File: src/rtl/g3f_pkg.sv
// g3f_pkg -- shared types and defaults for the three-phase gate driver slice.
//   leg_st_t        : per-leg commutation state
//   G3F_DT_W        : default width of the dead-time count
//   G3F_SYNC_STAGES : default depth of the input synchronisers
package g3f_pkg;

  typedef enum logic [2:0] {
    OFF,    // both gates off, waiting for enable with no fault
    LO,     // low-side gate on
    DT_HI,  // dead time before turning the high side on
    HI,     // high-side gate on
    DT_LO   // dead time before turning the low side on
  } leg_st_t;

  localparam int unsigned G3F_DT_W        = 8;
  localparam int unsigned G3F_SYNC_STAGES = 2;

endpackage

File: src/rtl/dt_leg.sv
// dt_leg -- one half-bridge leg: commutation FSM, dead-time counter and
// registered gate outputs. H and L are decoded from the state being entered,
// so they change on the same edge as the state and can never both be 1.
//
// Ports:
//   clk, rst_n : system clock, asynchronous active-low reset
//   run        : 1 = leg may operate (enable synchronised and no latched fault);
//                0 = leg is forced to OFF on the next edge
//   cmd        : synchronised phase command (1 = high side, 0 = low side)
//   dt         : dead time in clock cycles minus one, sampled on load only
//   h, l       : registered high-side / low-side gate
module dt_leg
  import g3f_pkg::*;
#(
  parameter int unsigned DT_W = G3F_DT_W
) (
  input  logic            clk,
  input  logic            rst_n,
  input  logic            run,
  input  logic            cmd,
  input  logic [DT_W-1:0] dt,
  output logic            h,
  output logic            l
);

  leg_st_t         st;
  logic [DT_W-1:0] cnt;

  always_ff @(posedge clk or negedge rst_n) begin
    if (!rst_n) begin
      st  <= OFF;
      cnt <= '0;
      h   <= 1'b0;
      l   <= 1'b0;
    end else if (!run) begin
      st  <= OFF;
      cnt <= '0;
      h   <= 1'b0;
      l   <= 1'b0;
    end else begin
      case (st)
        OFF: begin
          // start-up always goes through a full dead-time interval
          st  <= cmd ? DT_HI : DT_LO;
          cnt <= dt;
          h   <= 1'b0;
          l   <= 1'b0;
        end

        LO: begin
          if (cmd) begin
            st  <= DT_HI;
            cnt <= dt;
            h   <= 1'b0;
            l   <= 1'b0;
          end else begin
            h   <= 1'b0;
            l   <= 1'b1;
          end
        end

        HI: begin
          if (!cmd) begin
            st  <= DT_LO;
            cnt <= dt;
            h   <= 1'b0;
            l   <= 1'b0;
          end else begin
            h   <= 1'b1;
            l   <= 1'b0;
          end
        end

        DT_HI: begin
          // an aborted request returns straight to LO: H was never driven
          if (!cmd) begin
            st <= LO;
            h  <= 1'b0;
            l  <= 1'b1;
          end else if (cnt == '0) begin
            st <= HI;
            h  <= 1'b1;
            l  <= 1'b0;
          end else begin
            cnt <= cnt - 1'b1;
            h   <= 1'b0;
            l   <= 1'b0;
          end
        end

        DT_LO: begin
          if (cmd) begin
            st <= HI;
            h  <= 1'b1;
            l  <= 1'b0;
          end else if (cnt == '0) begin
            st <= LO;
            h  <= 1'b0;
            l  <= 1'b1;
          end else begin
            cnt <= cnt - 1'b1;
            h   <= 1'b0;
            l   <= 1'b0;
          end
        end

        default: begin
          st  <= OFF;
          cnt <= '0;
          h   <= 1'b0;
          l   <= 1'b0;
        end
      endcase
    end
  end

endmodule

File: src/rtl/dead_time_3f.sv
// dead_time_3f -- three-phase complementary gate driver with programmable
// dead time, enable gating and latched fault shutdown.
//
// Ports:
//   CLK, RSTn      : system clock (rising edge), asynchronous active-low reset
//   P0, P1, P2     : asynchronous phase commands (1 = high side, 0 = low side)
//   EN             : asynchronous driver enable, synchronised like P0..P2
//   DT [DT_W]      : dead time in CLK cycles minus one
//   FAULT          : external fault, active-high; masks all gates immediately
//   CLR_FLT        : synchronous clear of the latched fault (ignored while FAULT=1)
//   HA/LA, HB/LB,
//   HC/LC          : high-side / low-side gates of phases A, B, C
//   FLT            : latched fault flag
module dead_time_3f
  import g3f_pkg::*;
#(
  parameter int unsigned DT_W        = G3F_DT_W,
  parameter int unsigned SYNC_STAGES = G3F_SYNC_STAGES
) (
  input  logic            CLK,
  input  logic            RSTn,
  input  logic            P0,
  input  logic            P1,
  input  logic            P2,
  input  logic            EN,
  input  logic [DT_W-1:0] DT,
  input  logic            FAULT,
  input  logic            CLR_FLT,
  output logic            HA,
  output logic            LA,
  output logic            HB,
  output logic            LB,
  output logic            HC,
  output logic            LC,
  output logic            FLT
);

  // fewer than two stages would not resolve metastability
  localparam int unsigned SYNC_N = (SYNC_STAGES < 2) ? 2 : SYNC_STAGES;

  // bit 3 = EN, bits 2..0 = P2..P0
  logic [3:0] sync_q [SYNC_N];
  logic [3:0] sync_out;
  logic       en_s;
  logic       flt_q;
  logic       run;
  logic       ha_q, la_q, hb_q, lb_q, hc_q, lc_q;

  always_ff @(posedge CLK or negedge RSTn) begin
    if (!RSTn) begin
      for (int unsigned i = 0; i < SYNC_N; i++) begin
        sync_q[i] <= '0;
      end
    end else begin
      sync_q[0] <= {EN, P2, P1, P0};
      for (int unsigned i = 1; i < SYNC_N; i++) begin
        sync_q[i] <= sync_q[i-1];
      end
    end
  end

  assign sync_out = sync_q[SYNC_N-1];
  assign en_s     = sync_out[3];

  // FAULT has priority over CLR_FLT
  always_ff @(posedge CLK or negedge RSTn) begin
    if (!RSTn) begin
      flt_q <= 1'b0;
    end else if (FAULT) begin
      flt_q <= 1'b1;
    end else if (CLR_FLT) begin
      flt_q <= 1'b0;
    end
  end

  assign FLT = flt_q;
  assign run = en_s & ~flt_q;

  dt_leg #(.DT_W(DT_W)) u_leg_a (
    .clk   (CLK),
    .rst_n (RSTn),
    .run   (run),
    .cmd   (sync_out[0]),
    .dt    (DT),
    .h     (ha_q),
    .l     (la_q)
  );

  dt_leg #(.DT_W(DT_W)) u_leg_b (
    .clk   (CLK),
    .rst_n (RSTn),
    .run   (run),
    .cmd   (sync_out[1]),
    .dt    (DT),
    .h     (hb_q),
    .l     (lb_q)
  );

  dt_leg #(.DT_W(DT_W)) u_leg_c (
    .clk   (CLK),
    .rst_n (RSTn),
    .run   (run),
    .cmd   (sync_out[2]),
    .dt    (DT),
    .h     (hc_q),
    .l     (lc_q)
  );

  // clock-independent kill path: FAULT removes every gate in the same cycle
  assign HA = ha_q & ~FAULT;
  assign LA = la_q & ~FAULT;
  assign HB = hb_q & ~FAULT;
  assign LB = lb_q & ~FAULT;
  assign HC = hc_q & ~FAULT;
  assign LC = lc_q & ~FAULT;

endmodule

File: config.mk
export PLATFORM = sky130hd
export DESIGN_NAME = dead_time_3f
export DESIGN_NICKNAME = d
export VERILOG_FILES = /design/src/rtl/g3f_pkg.sv /design/src/rtl/dt_leg.sv /design/src/rtl/dead_time_3f.sv
export SDC_FILE = /design/constraint.sdc
export NUM_CORES = 1
export LEC_CHECK = 0
export ABC_AREA = 1
export BUFFER_PORTS_ARGS = -buffer_cell sky130_fd_sc_hd__buf_2
export CORE_MARGIN = 4
export CORE_UTILIZATION = 50
export CTS_CLUSTER_SIZE = 10
export DETAILED_ROUTE_END_ITERATION = 8
export PLACE_DENSITY_LB_ADDON = 0.1
export SKIP_LAST_GASP = 1
export SYNTH_ARGS = -nofsm -noshare
export SYNTH_HDL_FRONTEND = slang
export SYNTH_SLANG_ARGS = --single-unit
File: constraint.sdc
create_clock -name CLK -period 2.2 [get_ports CLK]
set_input_delay 0.11 -clock CLK [delete_from_list [all_inputs] [get_ports CLK]]
set_output_delay 0.11 -clock CLK [all_outputs]
set_load 0.01 [all_outputs]
==> summary.md, run 1 <==
| Metric | Value |
|---|---|
| Fin. Hold Viols | 0 |
| Initial Util | 52.4% |
| Core Box Area | 5570 um^2 |
| Highest-count cells in the layout ignoring fill and taps | nand2_1 (139), nand3_1 (58), inv_1 (53) |
| PwrDens | 602 nW/um^2 |
| CP Max Fanout | 12 |
| Vias in the first global route | 2544 |
| # DRC | 0 |
| Gp weighted congestion | 0.900 |
| Worst skew pair latency | 0.30 ns |
| Initial antenna violation count | 0 |
| Dpl cells | 518 |
| Synth Warn # | 0 |
| Antenna cell count | 0 |
| Tcrit/Tclk final | 83.0% |
| Number of routed nets with antenna violations | 0 |
| Most common cell after layout, fill and taps aside | nand2_1 |
| Height of the chip | 84.4 um |
| Final Skew | 0.00563 ns |
| Mapped Area | 2920 um^2 |
| Total track usage | 20.1% |
| Resize count post-CTS | 0 |
| Final nets | 478 |
| Setup crit end kind | flip-flop |
| Htree depth | 2 |
| First-pass GRT wire length | 11700 um |
| Dpl ws | 0.417 ns |
| Slew margin rel. | 56.0% |
| Worst min-delay path class | input port to flip-flop |
| Outcome | complete, no violations |
| Routed WL | 6720 um |
| Largest net degree at the start of global routing | 32 |
| Root buffer cell | clkbuf_8 |
| Syn_area_per_cell | 6.87 um^2 |
| Vias per std cell | 5.24 |
| TNS Setup | 0 ns |
| Number of synthesized flops with an enable pin | 0 |
| Sequential share of the synthesized area | 41.1% |
| Top FF cell, synth | dfrtp_1 |
| Die area | 7120 um^2 |
| Boundary Pins | 23 |
| Critical Path RT | 2.40 ns |
| Leak Pwr | 1.75 nW |
| Tmin final | 1.83 ns |
| Die X-Extent | 84.4 um |
| CTS Buf Count | 5 |
| Hpwl dp | 5050 um |
| Finished Layout Cells | 532 |
| Final WS setup | 0.373 ns |
| Routed len/inst | 12.6 um |
| Area growth from synthesis to layout | 12.5% |
| Critical path class | flip-flop to flip-flop |
| RSZ-0062 raised after global routing | no |
| Yosys reg bits | 48 |
| Max Cap Viol | 0 |
| Filler Cell Count | 553 |
| Synth cell types | 32 |
| Measured slew at the worst slew-check pin | 0.660 ns |
| Fmax | 547 MHz |
| CTS Buffer Depth | 2 |
| Critical Path AT | 2.03 ns |
| DRT iter0 DRCs | 205 |
| Layout cell share with drive strength beyond 1 | 10.4% |
| PortBufs | 22 |
| Pre-antenna DRT Iters | 6 |
| Post-Syn Instances | 425 |
| Tot Pwr | 0.00198 W |
| Clock-pin transition on the worst setup and hold timing paths | 0.09 ns |
| Mapped Nets | 444 |
| Slew Viols, Final | 0 |
| Max VDD drop | 298 uV |
| Synth async-reset ratio | 100% |
| Via count | 2787 |
| Total grt overflow | 0 |
| # setup viols final | 0 |
| Cell Rows | 27 |
| CTS tree | yes |
| Hold_ws | 0.132 ns |
| Type of origin of the critical path | flip-flop |
| Clk sinks | 48 |
## synthesized netlist by cell type (3+ instances only)
cell	instances	area [um^2]
nor3_1	3	15.0
o21ai_0	27	135
nand2_1	139	522
o21bai_1	4	30.0
inv_1	53	199
dfrtp_1	48	1200
nand3_1	58	290
nor2_1	41	154
inv_2	4	15.0
nor2_2	3	18.8
nor2_4	3	33.8
ha_1	3	37.5
o211ai_1	3	22.5
o21ai_1	5	25.0
nand4_1	3	18.8
a21oi_1	8	40.0
## cell families (layout without fill, tap and decap cells)
group           count (synthesis)  after routing  synth area share (%)
simple gates                  256            256                  38.2
flops                          48             48                  41.1
xor+xnor                        4              4                  1.20
compound gates                 51             51                  9.60
buf+inv                        63             98                  8.57
fa+ha+maj                       3              3                  1.29
## cell type report
type                            instances  area, um^2  area share [%]
Clock inverter                          2        35.0            1.07
Multi-Input combinational cell        314        1470            44.7
Tap cell                               72        90.1            2.74
Clock buffer                            6        72.6            2.21
Inverter                               58         218            6.63
Timing Repair Buffer                   32         200            6.10
Sequential cell                        48        1200            36.6
## registers in the layout, indices dropped and copies added (netlist names), 3 cells and up
name         cells
u_leg_a.cnt      8
u_leg_b.cnt      8
sync_q           4
u_leg_b.st       3
u_leg_c.cnt      8
sync_out         4
u_leg_c.st       3
u_leg_a.st       3
## metal layers
| metal | share of wire, % | GRT usage, % |
|---|---|---|
| met5 | 0 | 0 |
| met4 | 1.6 | 6.62 |
| met3 | 6.0 | 2.75 |
| met2 | 46 | 31.9 |
| met1 | 46 | 28.4 |
## metrics by stage
stage	utilization, %	cell area, um^2
after detailed placement	55.9	3120
final	58.9	3280
after floorplan	-	2920
after CTS	58.9	3280
after global routing	58.9	3280
after global placement	55.9	3120
## worst max-delay path, stage by stage (launching register included)
cell and delay, ns:
dfrtp_1 0.35, inv_1 0.06, ha_1 0.24, nand2_1 0.10, nor2_1 0.06, nand3_1 0.18
nor2_1 0.09, nor2_2 0.34, inv_1 0.17, nand2_1 0.09, nand2_1 0.05
## where the power goes
group	total (W)	internal, W	switching (W)
combinational	0.000383	0.000133	0.000250
sequential	0.000960	0.000920	0.0000393
clock	0.000636	0.000338	0.000298
total	0.00198	0.00139	0.000587
## repair_timing
| action | 4_1_cts | 5_1_grt |
|---|---|---|
| endpoints found under the hold margin | 22 | 0 |
| hold buffers | 6 | 0 |
| setup buffers | 0 | 0 |
## final timing paths
| check | endpoint | depth (start not counted) | slack [ns] | from |
|---|---|---|---|---|
| max in group asynchronous | u_leg_c.cnt[7] | 3 | 1.21 | RSTn |
| min in group asynchronous | u_leg_c.st[2] | 2 | 0.25 | RSTn |
| hold / removal | FLT | 2 | 0.13 | FAULT |
| setup / recovery | u_leg_b.cnt[4] | 10 | 0.37 | u_leg_b.cnt[0] |
| setup reg to reg | u_leg_b.cnt[4] | 10 | 0.37 | u_leg_b.cnt[0] |
| hold reg to reg | sync_out[3] | 0 | 0.35 | sync_q[7] |
Note: power is estimated with default switching activity, not from simulation.
==> run 2, diff against run 1 <==
Settings changed: ABC_AREA 1 to 0.
Clock period 2.2 ns to 1.83 ns, I/O delays scaled along.
==> summary.md, run 2 <==
| Metric | Value |
|---|---|
| Tcrit/Tclk final | 104% (was 83.0%) |
| Final Skew | 0.00549 ns (was 0.00563 ns) |
| Synth Warn # | 0 (unchanged) |
| Fin. Hold Viols | 0 (unchanged) |
| Final WS setup | -0.0686 ns (was 0.373 ns) |
| Reg2reg path depth | 8 (was 10) |
| Initial antenna violation count | 0 (unchanged) |
| Slew margin rel. | 63.7% (was 56.0%) |
| Height of the chip | 82.1 um (was 84.4 um) |
| Type of origin of the critical path | flip-flop (unchanged) |
| Slew Viols, Final | 0 (unchanged) |
| Reg power frac | 48.5% (about the same) |
| Max Cap Viol | 0 (unchanged) |
| Hold_ws | 0.0691 ns (was 0.132 ns) |
| Measured slew at the worst slew-check pin | 0.539 ns (was 0.660 ns) |
| Mapped Nets | 311 (was 444) |
| Area growth from synthesis to layout | 25.9% (was 12.5%) |
| Boundary Pins | 23 (unchanged) |
| Top cells by area, synth | dfrtp_1 (44%), o21ai_0 (4.6%), a21oi_1 (2.7%), a22oi_1 (2.7%), nand2b_1 (2.7%) (was dfrtp_1 (41%), nand2_1 (18%), nand3_1 (9.9%), inv_1 (6.8%), nor2_1 (5.3%)) |
| Setup crit end kind | flip-flop (unchanged) |
| CP Max Fanout | 5 (was 12) |
| Total track usage | 21.6% (was 20.1%) |
| Top-count cell post-synth | dfrtp_1 (was nand2_1) |
| Critical Path AT | 2.14 ns (was 2.03 ns) |
| Clock-pin transition on the worst setup and hold timing paths | 0.09 ns (about the same) |
| CTS Buffer Depth | 2 (unchanged) |
| Worst skew pair latency | 0.30 ns (about the same) |
| Via count | 2465 (was 2787) |
| Most common cell after layout, fill and taps aside | dfrtp_1 (was nand2_1) |
| Root buffer cell | clkbuf_8 (unchanged) |
| Post-Syn Instances | 292 (was 425) |
| Critical Path RT | 2.07 ns (was 2.40 ns) |
| PwrDens | 686 nW/um^2 (was 602 nW/um^2) |
| Fmax | 527 MHz (was 547 MHz) |
| Largest regs | u_leg_a.cnt (8), u_leg_b.cnt (8), u_leg_c.cnt (8) (unchanged) |
| R2r setup slk | -0.07 ns (was 0.37 ns) |
| Highest-count cells in the layout ignoring fill and taps | dfrtp_1 (48), buf_4 (41), buf_2 (22) (was nand2_1 (139), nand3_1 (58), inv_1 (53)) |
| P_int | 0.00167 W (was 0.00139 W) |
| Tmin final | 1.90 ns (was 1.83 ns) |
| Clk sinks | 48 (unchanged) |
| Post-synth top area share | 43.7% (was 41.1%) |
| Number of synthesized flops with an enable pin | 0 (unchanged) |
| Finished Layout Cells | 426 (was 532) |
| Leak Pwr | 1.56 nW (was 1.75 nW) |
| Core Box Area | 5200 um^2 (was 5570 um^2) |
| Setup crit end | u_leg_a.h (was u_leg_b.cnt[4]) |
| Synth async-reset ratio | 100% (unchanged) |
| CTS Buf Count | 5 (unchanged) |
| Cell Rows | 26 (was 27) |
| Die X-Extent | 82.1 um (was 84.4 um) |
| Critical path class | flip-flop to flip-flop (unchanged) |
| Die area | 6750 um^2 (was 7120 um^2) |
| R2R Path Start | u_leg_a.cnt[0] (was u_leg_b.cnt[0]) |
| Gp weighted congestion | 0.826 (was 0.900) |
| Final nets | 374 (was 478) |
| Total grt overflow | 0 (unchanged) |
| Switching share of power | 29.6% (was 29.7%) |
| Antenna cell count | 0 (unchanged) |
| Vias in the first global route | 2238 (was 2544) |
| Routed WL | 6940 um (was 6720 um) |
| FF-to-FF End | u_leg_a.h (was u_leg_b.cnt[4]) |
| Dpl cells | 404 (was 518) |
| TNS Setup | -0.322 ns (was 0 ns) |
| DRT iter0 DRCs | 303 (was 205) |
| Failing checks | negative setup slack |
| Sequential share of the synthesized area | 43.7% (was 41.1%) |
| # DRC | 0 (unchanged) |
| Initial Util | 52.8% (was 52.4%) |
| Worst min-delay path class | input port to flip-flop (unchanged) |
| First-pass GRT wire length | 11100 um (was 11700 um) |
| Switch Pwr | 0.000701 W (was 0.000587 W) |
| Vias per std cell | 5.79 (was 5.24) |
| Logic pwr share | 23.5% (was 19.4%) |
| PortBufs | 22 (unchanged) |
| Clock share of power | 28.0% (was 32.1%) |
| Outcome | finished with violations (was complete, no violations) |
| Max VDD drop | 396 uV (was 298 uV) |
| CTS tree | yes (unchanged) |
| # setup viols final | 9 (was 0) |
| Htree depth | 2 (unchanged) |
| Routed len/inst | 16.3 um (was 12.6 um) |
| Synth cell types | 59 (was 32) |
| Top FF cell, synth | dfrtp_1 (unchanged) |
| Syn_area_per_cell | 9.41 um^2 (was 6.87 um^2) |
| Number of routed nets with antenna violations | 0 (unchanged) |
| Critical path startpoint | u_leg_a.cnt[0] (was u_leg_b.cnt[0]) |
| Layout cell share with drive strength beyond 1 | 28.9% (was 10.4%) |
| Pre-antenna DRT Iters | 4 (was 6) |
| Largest net degree at the start of global routing | 28 (was 32) |
| Dominant cell type by area after synthesis | dfrtp_1 (unchanged) |
| Hpwl dp | 4900 um (was 5050 um) |
| Commonest cells post-synth | dfrtp_1 (48), o21ai_0 (25), nand2_1 (18) (was nand2_1 (139), nand3_1 (58), inv_1 (53)) |
| Mapped Area | 2750 um^2 (was 2920 um^2) |
| RSZ-0062 raised after global routing | yes (was no) |
| Yosys reg bits | 48 (unchanged) |
run 2: cell types whose count changed after synthesis, sizes merged, moves of 7 or more:
cell / delta
nand2: -123
a21oi: +8
nor3: +10
nand3: -54
nor2b: +8
a22oi: +10
clkbuf: +7
nor2: -31
nand2b: +12
inv: -41
run 2: routing by layer:
metal / wire [um] / track usage, %
met5: 0 / 0
met4: 63 / 4.32
met3: 346 / 3.25
met2: 3250 / 33.6
met1: 3280 / 32.2
run 2: layout make-up:
cell class                      instances  area [um^2]
Clock buffer                            7         86.3
Clock inverter                          1         7.51
Fill cell                             438         1750
Inverter                               16         63.8
Multi-Input combinational cell        214         1510
Sequential cell                        48         1200
Tap cell                               70         87.6
Timing Repair Buffer                   70          499
run 2: power by group through the flow:
stage / Clock [W] / Sequential [W] / Combinational [W]
after floorplan: 0 / 0.00116 / 0.000304
after global placement: 0 / 0.00117 / 0.000487
after detailed placement: 0 / 0.00117 / 0.000493
after CTS: 0.000682 / 0.00115 / 0.000505
after global routing: 0.000728 / 0.00116 / 0.000615
final: 0.000665 / 0.00115 / 0.000557
run 2: what timing repair did:
| action | 4_1_cts | 5_1_grt |
|---|---|---|
| endpoints found under the hold margin | 25 | 0 |
| resized for setup | 3 | 26 |
| setup buffers | 0 | 9 |
| setup endpoints to repair | 6 | 19 |
| pin swaps | 0 | 15 |
| hold buffers | 5 | 0 |
run 2: cell families after synthesis:
kind of cell | Yosys count | synth area share, %
compound gates | 93 | 23.9
xor+xnor | 12 | 3.82
fa+ha+maj | 3 | 1.37
buf+inv | 30 | 5.10
flops | 48 | 43.7
mux | 2 | 0.774
simple gates | 104 | 21.3
run 2: worst max-delay path, cell delays in order, from the launching register on:
cell and delay [ns]:
dfrtp_1 0.40, inv_2 0.08, ha_4 0.12, or4b_4 0.48, nor4_4 0.24, buf_4 0.19
o21ai_2 0.05, o21ai_1 0.12, and3_1 0.15
run 2: worst min-delay path by stage:
stage	slack [ns]	end	startpoint	cells after the start
floorplan	-0.20	FLT	RSTn	0
global placement	0.1	sync_out[3]	RSTn	1
detailed placement	0.1	sync_q[7]	RSTn	1
CTS	0.06	FLT	CLR_FLT	3
global route	0.08	FLT	CLR_FLT	3
finish	0.07	FLT	CLR_FLT	3
run 2: per-stage QoR:
| step | total power [W] | utilization [%] | setup WS [ns] | area (um^2) |
|---|---|---|---|---|
| floorplan | 0.00146 | - | 0.0313 | 2760 |
| global placement | 0.00165 | 60.4 | 0.0304 | 3140 |
| detailed placement | 0.00166 | 60.4 | -0.0367 | 3140 |
| CTS | 0.00233 | 63.3 | -0.0319 | 3300 |
| global route | 0.00250 | 66.5 | -0.160 | 3460 |
| finish | 0.00237 | 66.5 | -0.0686 | 3460 |
==> run 3, diff against run 2 <==
Clock period 1.83 ns to 2 ns, I/O delays scaled along.
==> summary.md, run 3 (same netlist as run 2, synthesis figures left out) <==
| Metric | Value |
|---|---|
| Max VDD drop | 360 uV (was 396 uV) |
| R2R Path Start | u_leg_a.cnt[1] (was u_leg_a.cnt[0]) |
| Cell Rows | 26 (unchanged) |
| R2r setup slk | 0.06 ns (was -0.07 ns) |
| Final Skew | 0.0130 ns (was 0.00549 ns) |
| Die area | 6750 um^2 (unchanged) |
| DRT iter0 DRCs | 154 (was 303) |
| Setup crit end | u_leg_a.h (unchanged) |
| Clock-pin transition on the worst setup and hold timing paths | 0.09 ns (about the same) |
| PortBufs | 22 (unchanged) |
| Pre-antenna DRT Iters | 5 (was 4) |
| Fmax | 516 MHz (was 527 MHz) |
| Slew Viols, Final | 0 (unchanged) |
| Vias per std cell | 5.86 (was 5.79) |
| RSZ-0062 raised after global routing | yes (unchanged) |
| Routed WL | 6390 um (was 6940 um) |
| Number of routed nets with antenna violations | 0 (unchanged) |
| Type of origin of the critical path | flip-flop (unchanged) |
| Final nets | 357 (was 374) |
| Total track usage | 20.7% (was 21.6%) |
| PwrDens | 634 nW/um^2 (was 686 nW/um^2) |
| Routed len/inst | 15.7 um (was 16.3 um) |
| Measured slew at the worst slew-check pin | 0.604 ns (was 0.539 ns) |
| Final WS setup | 0.0607 ns (was -0.0686 ns) |
| Leak Pwr | 1.45 nW (was 1.56 nW) |
| Gp weighted congestion | 0.892 (was 0.826) |
| Antenna cell count | 0 (unchanged) |
| Setup crit end kind | flip-flop (unchanged) |
| Worst skew pair latency | 0.30 ns (about the same) |
| Critical path class | flip-flop to flip-flop (unchanged) |
| Filler Cell Count | 445 (was 438) |
| Max Cap Viol | 0 (unchanged) |
| Total grt overflow | 0 (unchanged) |
| Delay of the slowest cell on the worst path | 0.49 ns (was 0.48 ns) |
| Slew margin rel. | 59.7% (was 63.7%) |
| CP cell instances | inv_2 -> ha_4 -> or4b_4 -> nor4_4 -> buf_4 -> o21ai_2 -> o21ai_1 -> and3_1 (unchanged) |
| First-pass GRT wire length | 10900 um (was 11100 um) |
| Dpl ws | 0.0480 ns (was -0.0367 ns) |
| Via count | 2391 (was 2465) |
| Multi-input gate area | 1440 um^2 (was 1510 um^2) |
| Worst min-delay path class | input port to flip-flop (unchanged) |
| Reg2reg path depth | 8 (unchanged) |
| CTS Buf Count | 5 (unchanged) |
| Clk sinks | 48 (unchanged) |
| Critical Path RT | 2.24 ns (was 2.07 ns) |
| CP Max Fanout | 3 (was 5) |
| Register Area | 1200 um^2 (unchanged) |
| Area growth from synthesis to layout | 17.5% (was 25.9%) |
| Height of the chip | 82.1 um (unchanged) |
| CP max stage cell | or4b_4 (unchanged) |
| # setup viols final | 0 (was 9) |
| Initial Util | 52.8% (unchanged) |
| Initial antenna violation count | 0 (unchanged) |
| Layout cell share with drive strength beyond 1 | 21.3% (was 28.9%) |
| Critical Path AT | 2.18 ns (was 2.14 ns) |
| Die X-Extent | 82.1 um (unchanged) |
| Htree depth | 2 (unchanged) |
| Critical path startpoint | u_leg_a.cnt[1] (was u_leg_a.cnt[0]) |
| Most common cell after layout, fill and taps aside | dfrtp_1 (unchanged) |
| Largest regs | u_leg_a.cnt (8), u_leg_b.cnt (8), u_leg_c.cnt (8) (unchanged) |
| Hpwl dp | 4570 um (was 4900 um) |
| Largest net degree at the start of global routing | 49 (was 28) |
| Root buffer cell | clkbuf_8 (unchanged) |
| FF-to-FF End | u_leg_a.h (unchanged) |
| CTS tree | yes (unchanged) |
| Vias in the first global route | 2256 (was 2238) |
| CTS Buffer Depth | 2 (unchanged) |
| Highest-count cells in the layout ignoring fill and taps | dfrtp_1 (48), buf_4 (25), o21ai_0 (23) (was dfrtp_1 (48), buf_4 (41), buf_2 (22)) |
| Outcome | complete, no violations (was finished with violations) |
| # DRC | 0 (unchanged) |
| Tmin final | 1.94 ns (was 1.90 ns) |
| Fin. Hold Viols | 0 (unchanged) |
| Core Box Area | 5200 um^2 (unchanged) |
| Tcrit/Tclk final | 97.0% (was 104%) |
| Boundary Pins | 23 (unchanged) |
| Final core utilization | 62.0% (was 66.5%) |
[run 3: cell types whose count changed in the layout (fill, tap and decap cells not counted), moves of 2 or more]
cell       before  now
buf_4          41   25
o21ai_0        20   23
inv_1          12   14
nor3b_1         1    3
o21ai_2         4    2
o2bb2ai_1       3    5
o2bb2ai_2       3    1
[run 3: what timing repair did]
item | CTS | global route
endpoints found under the setup margin | 0 | 15
hold buffers | 5 | 0
endpoints found under the hold margin | 52 | 0
buffers inserted | 0 | 7
resized for setup | 0 | 11
[run 3: layout make-up]
cell class / count / area share [%]
Multi-Input combinational cell: 214 / 44.6
Timing Repair Buffer: 53 / 11.1
Inverter: 16 / 1.86
Clock inverter: 2 / 0.387
Clock buffer: 5 / 2.13
Sequential cell: 48 / 37.2
Tap cell: 70 / 2.71
[run 3: critical path: cells and delay by family, from the launching register on]
family                   cells  cell delay, ns
AO/OA/AOI/OAI                2            0.16
adder cells (fa/ha/maj)      1            0.13
buffers and inverters        2            0.25
flip-flops                   1            0.42
AND/OR/NAND/NOR              3            0.91
[run 3: layer usage]
layer,track usage (%),vias up,wire [um]
li1,-,1157,-
met1,30.9,1170,3180
met2,31.8,59,2850
met3,3.58,5,315
met4,3.99,0,44
met5,0,-,0
[run 3: how the worst min path moves through the flow]
stage             from         to  slack [ns]  cells past startpoint
2_1_floorplan     RSTn        FLT       -0.20                      0
3_3_place_gp        EN  sync_q[7]        0.21                      1
3_5_place_dp        EN  sync_q[7]        0.21                      1
4_1_cts        CLR_FLT        FLT        0.07                      3
5_1_grt        CLR_FLT        FLT        0.08                      3
6_report       CLR_FLT        FLT        0.07                      3
[run 3: where the power goes]
group	switching [W]	internal [W]	total, W
sequential	0.0000466	0.00101	0.00106
clock	0.000314	0.000237	0.000551
combinational	0.000242	0.000196	0.000438
[run 3: metrics by stage]
step                hold slack [ns]  std cells  instance area (um^2)  setup TNS [ns]  power [W]
floorplan                    -0.196        292                  2750               0    0.00133
global placement              0.208        389                  3010               0    0.00148
detailed placement            0.210        389                  3010               0    0.00148
CTS                          0.0661        401                  3140               0    0.00204
global route                 0.0814        408                  3230         -0.0627    0.00217
finish                       0.0722        408                  3230               0    0.00205
